`config.mk`:
```
export PLATFORM = sky130hd
export DESIGN_NAME = prog_loader
export DESIGN_NICKNAME = d
export VERILOG_FILES = /design/src/rtl/prog_loader_pkg.sv /design/src/rtl/word_serializer.sv /design/src/rtl/prog_loader.sv
export SDC_FILE = /design/constraint.sdc
export NUM_CORES = 1
export LEC_CHECK = 0
export BUFFER_PORTS_ARGS = -buffer_cell sky130_fd_sc_hd__buf_4
export CAP_MARGIN = 20
export CELL_PAD_IN_SITES_DETAIL_PLACEMENT = 1
export CELL_PAD_IN_SITES_GLOBAL_PLACEMENT = 2
export CORE_MARGIN = 5
export CORE_UTILIZATION = 36
export DETAILED_ROUTE_END_ITERATION = 12
export GPL_ROUTABILITY_DRIVEN = 0
export MAX_ROUTING_LAYER = met4
export PLACE_DENSITY = 0.92
export SYNTH_ARGS = -nofsm -noshare
export SYNTH_HDL_FRONTEND = slang
export SYNTH_SLANG_ARGS = --single-unit
```
`constraint.sdc`:
```
create_clock -name clk -period 4.2 [get_ports clk]
set_input_delay 0.21 -clock clk [delete_from_list [all_inputs] [get_ports clk]]
set_output_delay 0.21 -clock clk [all_outputs]
set_load 0.02 [all_outputs]
```
`src/rtl/prog_loader_pkg.sv`:
```
// Shared types and helpers for the program loader.
// Latency: n/a (declarations only).
// Backpressure: n/a.
package prog_loader_pkg;

    localparam int BYTE_W = 8;

    typedef enum logic [2:0] {
        ST_IDLE,
        ST_HOLD,
        ST_LOAD,
        ST_WRITE,
        ST_RUN,
        ST_DONE,
        ST_ERROR
    } state_t;

    // Number of byte lanes in one instruction word.
    function automatic int lane_count(input int xlen);
        return xlen / BYTE_W;
    endfunction

endpackage

```
`src/rtl/word_serializer.sv`:
```
// Splits one latched word into consecutive little-endian byte writes.
// Latency: first byte the cycle after load, one byte per cycle, word_done on the last lane.
// Backpressure: none; the caller must not load while a word is still in flight.
module word_serializer
    import prog_loader_pkg::*;
#(
    parameter int XLEN = 32,
    parameter int AW   = 10
) (
    input  logic            clk,
    input  logic            rst,
    input  logic            load,
    input  logic [XLEN-1:0] word,
    input  logic [AW-1:0]   base_addr,
    output logic            mem_we,
    output logic [AW-1:0]   mem_addr,
    output logic [7:0]      mem_wdata,
    output logic            word_done
);

    localparam int LANES = lane_count(XLEN);
    localparam int LW    = (LANES > 1) ? $clog2(LANES) : 1;

    logic [XLEN-1:0] shreg;
    logic [LW-1:0]   lane;

    // The low byte of the shift register is always the byte being written.
    assign mem_wdata = shreg[BYTE_W-1:0];
    assign word_done = mem_we && (lane == LW'(LANES - 1));

    // Latch a word, then walk its lanes; async reset drops mem_we at once.
    always_ff @(posedge clk or negedge rst) begin
        if (!rst) begin
            mem_we   <= 1'b0;
            mem_addr <= '0;
            shreg    <= '0;
            lane     <= '0;
        end else if (load) begin
            mem_we   <= 1'b1;
            mem_addr <= base_addr;
            shreg    <= word;
            lane     <= '0;
        end else if (mem_we) begin
            if (word_done) begin
                mem_we <= 1'b0;
            end else begin
                lane     <= lane + LW'(1);
                mem_addr <= mem_addr + AW'(1);
                shreg    <= shreg >> BYTE_W;
            end
        end
    end

endmodule

```
`src/rtl/prog_loader.sv`:
```
// Program loader: holds the core in reset, writes streamed words into byte memory, then runs it for a budget.
// Latency: one word per XLEN/8+1 cycles; core_rst falls the cycle after the final byte (or checksum beat).
// Backpressure: s_ready is high only in LOAD; upstream holds words while it is low.
// Optional: define PROG_LOADER_CHECKSUM_EN to require a trailing checksum beat after the last word.
module prog_loader
    import prog_loader_pkg::*;
#(
    parameter int XLEN        = 32,
    parameter int DEPTH_WORDS = 256,
    parameter int AW          = $clog2(DEPTH_WORDS * XLEN / 8),
    parameter int RST_CYCLES  = 4,
    parameter int RUN_CYCLES  = 50
) (
    input  logic                          clk,
    input  logic                          rst,
    input  logic                          start,
    input  logic                          s_valid,
    input  logic [XLEN-1:0]               s_data,
    input  logic                          s_last,
    output logic                          s_ready,
    output logic                          mem_we,
    output logic [AW-1:0]                 mem_addr,
    output logic [7:0]                    mem_wdata,
    output logic                          core_rst,
    output logic                          busy,
    output logic                          done,
    output logic                          err,
    output logic [AW-$clog2(XLEN/8):0]    word_count
);

    localparam int LANES = lane_count(XLEN);
    localparam int WCW   = AW - $clog2(LANES) + 1;

    state_t        state;
    logic [31:0]   cnt;
    logic          last_q;
    logic          hs;
    logic          full;
    logic          ser_load;
    logic          word_done;
    logic          start_ok;
    logic [AW-1:0] base_addr;

`ifdef PROG_LOADER_CHECKSUM_EN
    logic [XLEN-1:0] sum;
    logic            csum_beat;
`endif

    assign hs        = (state == ST_LOAD) && s_valid && s_ready;
    assign full      = (word_count == WCW'(DEPTH_WORDS));
    assign base_addr = AW'(word_count) * AW'(LANES);

    // With an unbounded run, start is the only way out of RUN short of reset.
    assign start_ok = (state == ST_IDLE) || (state == ST_DONE) || (state == ST_ERROR) ||
                      ((state == ST_RUN) && (RUN_CYCLES == 0));

    // Only real program words reach memory; the overflow word and checksum beat do not.
`ifdef PROG_LOADER_CHECKSUM_EN
    assign ser_load = hs && !full && !csum_beat;
`else
    assign ser_load = hs && !full;
`endif

    word_serializer #(
        .XLEN (XLEN),
        .AW   (AW)
    ) u_ser (
        .clk       (clk),
        .rst       (rst),
        .load      (ser_load),
        .word      (s_data),
        .base_addr (base_addr),
        .mem_we    (mem_we),
        .mem_addr  (mem_addr),
        .mem_wdata (mem_wdata),
        .word_done (word_done)
    );

    // Sequencer: hold, load, write, run, and the sticky done/err status.
    always_ff @(posedge clk or negedge rst) begin
        if (!rst) begin
            state      <= ST_IDLE;
            cnt        <= '0;
            last_q     <= 1'b0;
            s_ready    <= 1'b0;
            core_rst   <= 1'b1;
            busy       <= 1'b0;
            done       <= 1'b0;
            err        <= 1'b0;
            word_count <= '0;
`ifdef PROG_LOADER_CHECKSUM_EN
            sum        <= '0;
            csum_beat  <= 1'b0;
`endif
        end else if (start && start_ok) begin
            state      <= ST_HOLD;
            cnt        <= '0;
            s_ready    <= 1'b0;
            core_rst   <= 1'b1;
            busy       <= 1'b1;
            done       <= 1'b0;
            err        <= 1'b0;
            word_count <= '0;
`ifdef PROG_LOADER_CHECKSUM_EN
            sum        <= '0;
            csum_beat  <= 1'b0;
`endif
        end else begin
            case (state)
                ST_HOLD: begin
                    if ((cnt + 32'd1) >= 32'(RST_CYCLES)) begin
                        state   <= ST_LOAD;
                        s_ready <= 1'b1;
                    end else begin
                        cnt <= cnt + 32'd1;
                    end
                end
                ST_LOAD: begin
                    if (hs) begin
                        s_ready <= 1'b0;
`ifdef PROG_LOADER_CHECKSUM_EN
                        if (csum_beat) begin
                            if ((sum + s_data) == '0) begin
                                state    <= ST_RUN;
                                core_rst <= 1'b0;
                                cnt      <= '0;
                            end else begin
                                state <= ST_ERROR;
                                err   <= 1'b1;
                                busy  <= 1'b0;
                            end
                        end else
`endif
                        if (full) begin
                            state <= ST_ERROR;
                            err   <= 1'b1;
                            busy  <= 1'b0;
                        end else begin
                            state  <= ST_WRITE;
                            last_q <= s_last;
`ifdef PROG_LOADER_CHECKSUM_EN
                            sum    <= sum + s_data;
`endif
                        end
                    end
                end
                ST_WRITE: begin
                    if (word_done) begin
                        word_count <= word_count + WCW'(1);
                        if (last_q) begin
`ifdef PROG_LOADER_CHECKSUM_EN
                            csum_beat <= 1'b1;
                            state     <= ST_LOAD;
                            s_ready   <= 1'b1;
`else
                            state    <= ST_RUN;
                            core_rst <= 1'b0;
                            cnt      <= '0;
`endif
                        end else begin
                            state   <= ST_LOAD;
                            s_ready <= 1'b1;
                        end
                    end
                end
                ST_RUN: begin
                    if ((RUN_CYCLES != 0) && ((cnt + 32'd1) >= 32'(RUN_CYCLES))) begin
                        state    <= ST_DONE;
                        done     <= 1'b1;
                        core_rst <= 1'b1;
                        busy     <= 1'b0;
                    end else if (RUN_CYCLES != 0) begin
                        cnt <= cnt + 32'd1;
                    end
                end
                ST_IDLE, ST_DONE, ST_ERROR: begin
                end
                default: begin
                    state    <= ST_IDLE;
                    core_rst <= 1'b1;
                    busy     <= 1'b0;
                    s_ready  <= 1'b0;
                end
            endcase
        end
    end

endmodule

```
==> results.py <==
metrics = {
    "critical_path": {
        "path_class": "reg2reg",
        "startpoint_type": "flip-flop",
        "critPathArrivalTime_ns": 3.71,
        "critPathMaxFanout": 16,
        "required_ns": 4.44,
        "crit_path_end_kind": "flip-flop",
    },
    "synth": {
        "synth_top_area_frac": 0.4573,
        "yosysSeqAreaShare": 0.4624,
        "postSynth.asyncResetShare": 1.000,
        "synth_fa_ha_area_frac": 0.01216,
        "synth-compound-area-share": 0.1350,
        "yosys.area.top_type": "dfrtp_1",
        "avgSynthCellArea_um2": 9.235,
        "ys_warn_count": 0,
        "synthesis.instances": 557,
        "synth_xor_xnor_area_share": 0.04087,
        "ys_types": 61,
        "synth_edf_count": 0,
        "synth_flop_cell": "dfrtp_1",
        "syn-num-nets": 599,
        "synth_top_family_by_area": "simple AND/OR/NAND/NOR gates",
        "ys_top_cells_by_area": "dfrtp_1 46%, nand2_1 5.8%, mux2i_1 5.4%",
        "synth_simple_gate_area_frac": 0.2437,
        "netlist_area_um2": 5144,
        "synth_seq_cells": 95,
        "muxShareOfSynthArea": 0.05887,
    },
    "clocking": {
        "cts_root_buffer": "clkbuf_16",
        "clk-insertion-delay-late_ns": 0.36,
        "numCtsBuffers": 9,
        "cts_tree": "done",
        "cts.path.max_buffers": 2,
        "cts_resized": 0,
        "cts.sinks": 95,
        "cts_hold_buf": 1,
        "clk_pin_slew_ns": 0.07,
        "htreeDepth": 3,
        "post_cts_buffers": 0,
    },
    "layout": {
        "antenna_cells": 0,
        "layout-drive-gt1-share": 0.1770,
        "seq_area_um2": 2379,
        "area_delta_synth_final_pct": 18.17,
        "final_common_cell": "dfrtp_1",
        "n_fill_cell": 1596,
        "final_nets": 647,
        "layout_common_cells": "94 x dfrtp_1, 80 x nand2_1, 74 x buf_4, 49 x o21ai_0, 34 x nor2_1",
        "multiInputGateArea_um2": 2527,
        "final_area_um2": 6078,
    },
    "power_and_ir_drop": {
        "switching_share": 0.3673,
        "p_seq_frac": 0.419,
        "p_comb_frac": 0.316,
        "peakVddDrop_uv": 314.8,
        "total_power_mw": 3.468,
        "p_leak_nw": 2.859,
        "power.net_switching_mw": 1.274,
        "power.internal_mw": 2.194,
        "power_frac_clock": 0.265,
        "power_density_nw_per_um2": 570.6,
    },
    "sta": {
        "worst_clock_skew_ns": 0.007969,
        "rsz0062_at_grt": "false",
        "maxSlewHeadroom": 0.3186,
        "tns_ns": 0,
        "hold_viol": 0,
        "fmax_mhz": 287.5,
        "tightest_slew_ns": 1.022,
        "fin_crit_sh": 0.8280,
        "min_period_ns": 3.478,
        "drv_slew": 0,
        "setup_viol": 0,
    },
    "flow_run": {
        "maxCapViolCount": 0,
    },
    "die": {
        "io_pins": 70,
        "initial_core_util": 0.3691,
        "die_w_um": 129.5,
        "coreArea_um2": 13930,
        "die_y_um": 129.5,
        "num_rows": 43,
        "fp.dieArea_um2": 16780,
    },
    "run_status": {
        "outcome": "completed",
    },
    "global_route": {
        "grt_pass1_vias": 4565,
        "grt_pass1_wl_um": 22710,
        "antenna_found_initial": 0,
        "grtUsageTotal": 0.1738,
        "grt_overflow_total": 0,
        "grt_max_degree": 68,
    },
    "detailed_routing": {
        "drt_wl_total_um": 13420,
        "detail-route-antenna-nets": 0,
        "top_layer": "met4",
        "drc": 0,
        "first_pass_iters": 4,
        "wl_met2_um": 6622,
        "num_vias": 4270,
        "viasPerCell": 5.405,
        "drt_first_iter_violations": 193,
        "wl_met1_um": 6000,
        "met3_length_um": 427,
        "wl_per_cell_um": 16.98,
    },
    "place": {
        "port_buffers": 69,
        "dp_hpwl_um": 9755,
        "post_dp_cell_area_um2": 5739,
    },
    "min_path": {
        "hold_path.class": "in2reg",
    },
}
==> per-layer routing <==
metal | up-vias | track usage
met5 | - | -
met4 | 0 | 0.07518
met3 | 32 | 0.02803
met2 | 79 | 0.2805
met1 | 2104 | 0.2167
li1 | 2055 | -
==> cell type report <==
| class | instances | area share |
|---|---|---|
| clock buffers | 9 | 0.03705 |
| clock inverters | 7 | 0.01709 |
| inverters | 14 | 0.008646 |
| multi-input cells | 410 | 0.4158 |
| flip-flops and latches | 95 | 0.3913 |
| well taps | 180 | 0.03705 |
| repair buffers | 75 | 0.09304 |
==> synthesized netlist by cell type, drive strengths merged, types with 2 or more instances <==
cell	count
nor2b	27
xor2	14
dfrtp	94
nor4b	3
nor3	14
a31oi	8
and2	3
a21o	3
inv	14
clkbuf	23
and4	6
a21boi	2
mux2	2
o31ai	5
nor3b	2
a22o	2
nor2	34
a21oi	16
or4	3
xnor2	10
buf	15
or3	6
nand2b	5
nor4	2
mux2i	28
o21ai	51
o22ai	3
ha	5
or2	3
and3	13
nand3	21
nand2	81
nand4	19
a2111oi	3
==> power groups by stage <==
stage / clock network [mW] / registers [mW] / logic, mW
finish: 0.921 / 1.45 / 1.09
global route: 0.979 / 1.50 / 1.23
CTS: 0.943 / 1.45 / 1.12
detailed placement: 0 / 1.47 / 1.11
global placement: 0 / 1.45 / 1.06
floorplan: 0 / 1.44 / 0.736
==> stage by stage <==
stage                     setup WS, ns  hold slack [ns]    util  instances
after floorplan                  1.251         -0.08559       -        557
after global placement          0.9238           0.3628  0.4119        773
after detailed placement        0.7192           0.3729  0.4119        773
after CTS                       0.6880          0.05058  0.4362        790
after global routing            0.4571          0.06095  0.4362        790
final                           0.7223          0.05867  0.4362        790
==> final timing paths <==
path / from / end / slack, ns / cells after the start
max in group asynchronous: rst / state[2]$_DFFE_PN0P_ / 2.80 / 3
worst max register to register: cnt[0]$_DFFE_PN0P_ / cnt[21]$_DFFE_PN0P_ / 0.72 / 10
min in group asynchronous: rst / cnt[17]$_DFFE_PN0P_ / 0.51 / 2
worst min register to register: core_rst$_DFFE_PN1P_ / core_rst$_DFFE_PN1P_ / 0.51 / 2
worst max-delay path: cnt[0]$_DFFE_PN0P_ / cnt[21]$_DFFE_PN0P_ / 0.72 / 10
worst min-delay path: s_data[12] / u_ser.shreg[12]$_DFFE_PN0P_ / 0.06 / 3
==> sequential cells by signal, summed over array words and instances (netlist names) <==
name,flops
s_ready,1
u_ser.lane,2
cnt,32
err,1
state,3
u_ser.mem_we,1
done,1
word_count,9
last_q,1
u_ser.mem_addr,10
busy,1
u_ser.shreg,32
core_rst,1
==> worst max-delay path, cell delays in order (launching register included) <==
cell and delay (ns):
dfrtp_1 0.47, ha_1 0.33, nand3_1 0.25, nor3_1 0.42, nand4_1 0.14, a21o_1 0.22, a2111oi_4 0.34, nand4_1 0.24
a221oi_4 0.56, buf_4 0.31, nor2b_1 0.08
==> logic make-up after synthesis <==
logic type	Yosys count
AND/OR/NAND/NOR	243
flip-flops	95
XOR/XNOR	24
AO/OA/AOI/OAI	108
multiplexers	30
buffers and inverters	52
adder cells (fa/ha/maj)	5
No activity file was read; power rests on OpenSTA's default activity.
